**config.mk**
```make
export PLATFORM = sky130hd
export DESIGN_NAME = puf_resp_uart_tx
export DESIGN_NICKNAME = d
export VERILOG_FILES = /design/src/rtl/puf_resp_uart_tx.sv
export SDC_FILE = /design/constraint.sdc
export NUM_CORES = 1
export LEC_CHECK = 0
export CAP_MARGIN = 20
export CORE_MARGIN = 5
export CORE_UTILIZATION = 40
export CTS_CLUSTER_DIAMETER = 40
export CTS_CLUSTER_SIZE = 16
export DETAILED_ROUTE_END_ITERATION = 12
export HOLD_SLACK_MARGIN = 0.03
export SLEW_MARGIN = 5
export SYNTH_ARGS = -nofsm -noshare
export SYNTH_HDL_FRONTEND = slang
export SYNTH_SLANG_ARGS = --single-unit
```
**constraint.sdc**
```tcl
create_clock -name clk -period 4.66 [get_ports clk]
set_input_delay 0.932 -clock clk [delete_from_list [all_inputs] [get_ports clk]]
set_output_delay 0.932 -clock clk [all_outputs]
set_load 0.02 [all_outputs]
```
**src/rtl/puf_resp_uart_tx.sv**
```systemverilog
// ---------------------------------------------------------------------------
// puf_resp_uart_tx
//   Sends one 32-bit PUF response word as four 8N1 UART frames. The frames go
//   back to back, with byte 0 (data[7:0]) first and LSB first inside each byte.
//
// Parameters
//   CLKS_PER_BIT  clock cycles per UART bit (2..65535)
//
// Ports
//   clk    in   system clock, rising edge
//   rst_n  in   asynchronous active-low reset
//   start  in   transmit request, sampled on the rising edge
//   data   in   32-bit word to send, latched when start is accepted
//   tx     out  UART line (idle high), driven straight from a flop
//   busy   out  high while a word is being sent
//   done   out  one-cycle pulse at the end of the 4th stop bit
// ---------------------------------------------------------------------------
module puf_resp_uart_tx #(
  parameter int CLKS_PER_BIT = 868
) (
  input  logic        clk,
  input  logic        rst_n,
  input  logic        start,
  input  logic [31:0] data,
  output logic        tx,
  output logic        busy,
  output logic        done
);

  localparam logic [1:0] ST_IDLE  = 2'd0;
  localparam logic [1:0] ST_START = 2'd1;
  localparam logic [1:0] ST_DATA  = 2'd2;
  localparam logic [1:0] ST_STOP  = 2'd3;

  localparam logic [15:0] BAUD_LAST = 16'(CLKS_PER_BIT - 1);

  logic [1:0]  state_q, state_d;
  logic        tx_q, tx_d;
  logic        busy_q, busy_d;
  logic        done_q, done_d;
  logic [15:0] baud_q, baud_d;
  logic [2:0]  bit_q, bit_d;
  logic [1:0]  byte_q, byte_d;
  logic [31:0] shreg_q, shreg_d;

  logic        bit_end;
  logic        accept;

  // The baud counter runs from 0 to CLKS_PER_BIT-1 in every bit. The edge
  // where it reads CLKS_PER_BIT-1 is the bit boundary.
  assign bit_end = (baud_q == BAUD_LAST);

  always_comb begin
    state_d = state_q;
    tx_d    = tx_q;
    busy_d  = busy_q;
    done_d  = 1'b0;
    shreg_d = shreg_q;
    bit_d   = bit_q;
    byte_d  = byte_q;
    baud_d  = bit_end ? 16'd0 : baud_q + 16'd1;
    accept  = 1'b0;

    case (state_q)
      ST_IDLE: begin
        baud_d = 16'd0;
        accept = start;
      end

      ST_START: begin
        if (bit_end) begin
          state_d = ST_DATA;
          bit_d   = 3'd0;
          tx_d    = shreg_q[0];
        end
      end

      // The shift register gives up one bit per data bit. tx always shows
      // shreg[0], so at a boundary the next bit is shreg[1] before the shift.
      // 32 shifts use up the whole word, one byte after another.
      ST_DATA: begin
        if (bit_end) begin
          shreg_d = {1'b0, shreg_q[31:1]};
          bit_d   = bit_q + 3'd1;
          tx_d    = shreg_q[1];
          if (bit_q == 3'd7) begin
            state_d = ST_STOP;
            tx_d    = 1'b1;
          end
        end
      end

      ST_STOP: begin
        if (bit_end) begin
          if (byte_q == 2'd3) begin
            // End of the word. done fires here. If start is high on this
            // same edge, the next word's start bit begins at once, so a word
            // held on start never leaves an idle bit on the line.
            done_d  = 1'b1;
            state_d = ST_IDLE;
            busy_d  = 1'b0;
            tx_d    = 1'b1;
            accept  = start;
          end else begin
            byte_d  = byte_q + 2'd1;
            state_d = ST_START;
            tx_d    = 1'b0;
          end
        end
      end

      default: state_d = ST_IDLE;
    endcase

    if (accept) begin
      state_d = ST_START;
      shreg_d = data;
      byte_d  = 2'd0;
      bit_d   = 3'd0;
      baud_d  = 16'd0;
      tx_d    = 1'b0;
      busy_d  = 1'b1;
    end
  end

  always_ff @(posedge clk or negedge rst_n) begin
    if (!rst_n) begin
      state_q <= ST_IDLE;
      tx_q    <= 1'b1;
      busy_q  <= 1'b0;
      done_q  <= 1'b0;
      baud_q  <= 16'd0;
      bit_q   <= 3'd0;
      byte_q  <= 2'd0;
      shreg_q <= 32'd0;
    end else begin
      state_q <= state_d;
      tx_q    <= tx_d;
      busy_q  <= busy_d;
      done_q  <= done_d;
      baud_q  <= baud_d;
      bit_q   <= bit_d;
      byte_q  <= byte_d;
      shreg_q <= shreg_d;
    end
  end

  assign tx   = tx_q;
  assign busy = busy_q;
  assign done = done_q;

endmodule

```
==> results.yml <==
routing:
  ant_nets: 0
  drt_pass1_iterations: 4
  routed-via-count: 2951
  finalWirelength_mm: 8.56
  remaining_drc_errors: 0
  routedWlPerCell_um: 17.0
  avgViaCountPerCell: 5.87
  detailed_route_iter0_violations: 142
synth:
  synth_fa_ha_area_frac: 0.0316
  mux_contribution_to_synthesized_area: 0.00316
  synth_fp_nets: 412
  synthesis.instances: 368
  syn_avg_cell_area_sq_um: 9.68
  synth-seq-area-share: 0.408
  number_of_flip_flops_and_latches_in_the_synthesized_netlist: 58
  fraction_of_synthesized_cell_area_in_xor_and_xnor_cells: 0.0221
  dominantRegCellSynth: "sky130_fd_sc_hd__dfrtp_1"
  distinct_cell_type_count_after_synthesis: 44
  compound_gate_portion_of_the_synthesized_area: 0.258
  synth_top_family_by_area: "compound AO/OA/AOI/OAI gates"
  syn_area_sq_mm: 0.00356
  async_reset_ff_frac: 1.00
  synth_enable_flop_cells: 0
  synth_simple_gate_area_share: 0.189
  yosys_warnings: 0
sta:
  setup_tns_ns: 0
  min_cycle_time_layout_ns: 3.00
  slew_violations: 0
  hold_viol: 0
  achievable-frequency_mhz: 334
  finClkSkew_ns: 0.0111
  post-route-worst-setup-slack_ns: 1.66
  period_share: 0.643
  grt_setup_unrepaired: "no"
  timing.slew.headroom: 0.269
  setup_viol_count_final: 0
  max_slew.worst_pin.slew_ns: 1.10
clocking:
  cts.repair.resized: 0
  clkLatencyLatePin_ns: 0.34
  post-cts-setup-buffer-count: 0
  numCtsBuffers: 9
  htree_num_levels: 3
  cts-root-to-sink-buffers: 2
  tritoncts: "done"
  root_buffer_master: "sky130_fd_sc_hd__clkbuf_8"
  cts.hold.buffers_added: 0
  cts.sink_count: 58
  cts.reportedPaths.clkPinSlew_ns: 0.07
global_routing:
  grt_antenna_before_repair: 0
  first_global_vias: 2925
  grt_max_degree: 59
  grt_use_total: 0.158
  grt_overflow_total: 0
  grt_first_pass_wirelength_mm: 14.3
power:
  p_leak_nw: 1.47
  cellPowerDensity_mw_per_mm2: 256
  irDropWorstVdd_v: 0.000169
setup_path:
  timing.rr.start: "baud_q[0]"
  worstPathRequired_ns: 4.83
  r2r_depth: 5
  crit_arrival_ns: 3.17
  regToRegSetupSlack_ns: 1.66
  critical_path_class: "reg -> reg"
  worstPathMaxFanout: 39
  timing.rr.end: "shreg_q[0]"
  crit_path_start_kind: "flop"
  timing.critical_path.to_type: "flop"
placed_design:
  minimum_setup_slack_after_placement_ns: 1.62
  place.detailed.hpwl_mm: 5.27
  place.gp.congestion: 0.769
  dp_cells: 487
  numPortBuffers: 37
floorplan:
  fp.dieArea_sq_mm: 0.0109
  pin_count: 38
  coreArea_sq_mm: 0.00868
  chipHeight_um: 104
  die_w_um: 104
  floorplan.initialDensity: 0.410
  std_cell_rows: 34
cells_and_area:
  post_route_cells_drive_above_1_share: 0.154
  n_fill_cell: 845
  design.final.nets: 434
  instances_no_fill: 503
  insertedDiodeCount: 0
  layout-area-overhead-vs-synth_pct: 16.7
min_path:
  hold_path_class: "reg -> reg"
  min_path_cells: 1
  timing.hold.worst.start: "baud_q[0]"
  worstHoldEndpoint: "baud_q[0]"
job:
  max_cap_violations: 0
run_status:
  status: "complete, no violations"
## per-layer routing
metal,wire length (um),GRT usage,up-vias
li1,-,-,1414
met1,4040,0.213,1463
met2,4010,0.251,68
met3,446,0.0441,6
met4,57,0.0370,0
met5,0,0,-
## final cells by class
cell class                      instances  area [sq um]  area share
Timing Repair Buffer                   43           410      0.0988
Clock inverter                          4          50.0      0.0120
Multi-Input combinational cell        239          1800       0.434
Tap cell                              108           135      0.0325
Sequential cell                        58          1450       0.350
Clock buffer                           12           155      0.0373
Inverter                               39           146      0.0352
## cell usage after synthesis, drive strengths merged, types with 5 or more instances
| library cell | instances | area [sq um] |
|---|---|---|
| nor3 | 67 | 335 |
| dfrtp | 57 | 1430 |
| inv | 39 | 146 |
| a2111oi | 31 | 510 |
| o22ai | 31 | 194 |
| clkbuf | 17 | 66.3 |
| a21oi | 16 | 80.1 |
| buf | 15 | 101 |
| nor2 | 14 | 52.6 |
| o21ai | 12 | 71.3 |
| ha | 9 | 113 |
| nand2 | 7 | 26.3 |
| nand3 | 6 | 30.0 |
| nand4 | 6 | 43.8 |
| or3 | 5 | 31.3 |
| xor2 | 5 | 43.8 |
## critical path, cell delays in order, from the launching register on
cell and delay, ns:
sky130_fd_sc_hd__dfrtp_1 0.39, sky130_fd_sc_hd__ha_1 0.28, sky130_fd_sc_hd__nor4b_2 0.32, sky130_fd_sc_hd__and4_4 0.60, sky130_fd_sc_hd__o311a_2 1.02, sky130_fd_sc_hd__a2111oi_1 0.21
## where the power goes
part           leakage (nW)  total, mW  switching (mW)  internal [mW]
registers             0.751      0.503               0          0.503
clock network        0.0986      0.489           0.214          0.275
logic                 0.625     0.0704          0.0367         0.0337
## how the worst max path moves through the flow
stage / start / slack, ns / cells past startpoint / to
2_1_floorplan: start / 2.57 / 6 / shreg_q[10]
3_3_place_gp: start / 1.67 / 5 / shreg_q[31]
3_5_place_dp: start / 1.62 / 5 / shreg_q[31]
4_1_cts: baud_q[0] / 1.64 / 5 / shreg_q[0]
5_1_grt: baud_q[0] / 1.41 / 5 / shreg_q[0]
6_report: baud_q[0] / 1.66 / 5 / shreg_q[0]
## cell families after synthesis
family / after synthesis
simple gates: 123
compound gates: 97
buf+inv: 71
flops: 58
xor+xnor: 9
fa+ha+maj: 9
mux: 1
## placed cells by master, fill, tap and decap left out, types with 4 or more instances in the layout
cell type                         netlist  routed
sky130_fd_sc_hd__clkdlybuf4s50_1        0      36
sky130_fd_sc_hd__o21ai_0               11      11
sky130_fd_sc_hd__nor3_1                67      67
sky130_fd_sc_hd__o22ai_1               31      31
sky130_fd_sc_hd__inv_1                 39      39
sky130_fd_sc_hd__nand3_1                6       6
sky130_fd_sc_hd__ha_1                   9       9
sky130_fd_sc_hd__nand2b_1               4       4
sky130_fd_sc_hd__buf_4                  1       6
sky130_fd_sc_hd__clkbuf_8               0      11
sky130_fd_sc_hd__nand2_1                7       7
sky130_fd_sc_hd__xor2_1                 5       5
sky130_fd_sc_hd__nand4_1                5       5
sky130_fd_sc_hd__or3_1                  5       5
sky130_fd_sc_hd__a21oi_1               16      16
sky130_fd_sc_hd__a2111oi_2             26      26
sky130_fd_sc_hd__dfrtp_1               57      57
sky130_fd_sc_hd__xnor2_1                4       4
sky130_fd_sc_hd__a2111oi_4              4       4
sky130_fd_sc_hd__nor2_1                14      14
## sequential cells by signal (all words and copies together) (netlist names)
name,flops
shreg_q,32
state_q,2
tx,1
done,1
byte_q,2
busy,1
bit_q,3
baud_q,16
## through the flow
step / hold WS, ns / cell area [sq um] / power, mW / util
floorplan: 0.455 / 3560 / 0.534 / -
global placement: 0.475 / 3950 / 0.583 / 0.455
detailed placement: 0.479 / 3950 / 0.584 / 0.455
CTS: 0.489 / 4150 / 1.08 / 0.479
global route: 0.512 / 4150 / 1.10 / 0.479
finish: 0.486 / 4150 / 1.06 / 0.479
Note: power is estimated with default switching activity, not from simulation.
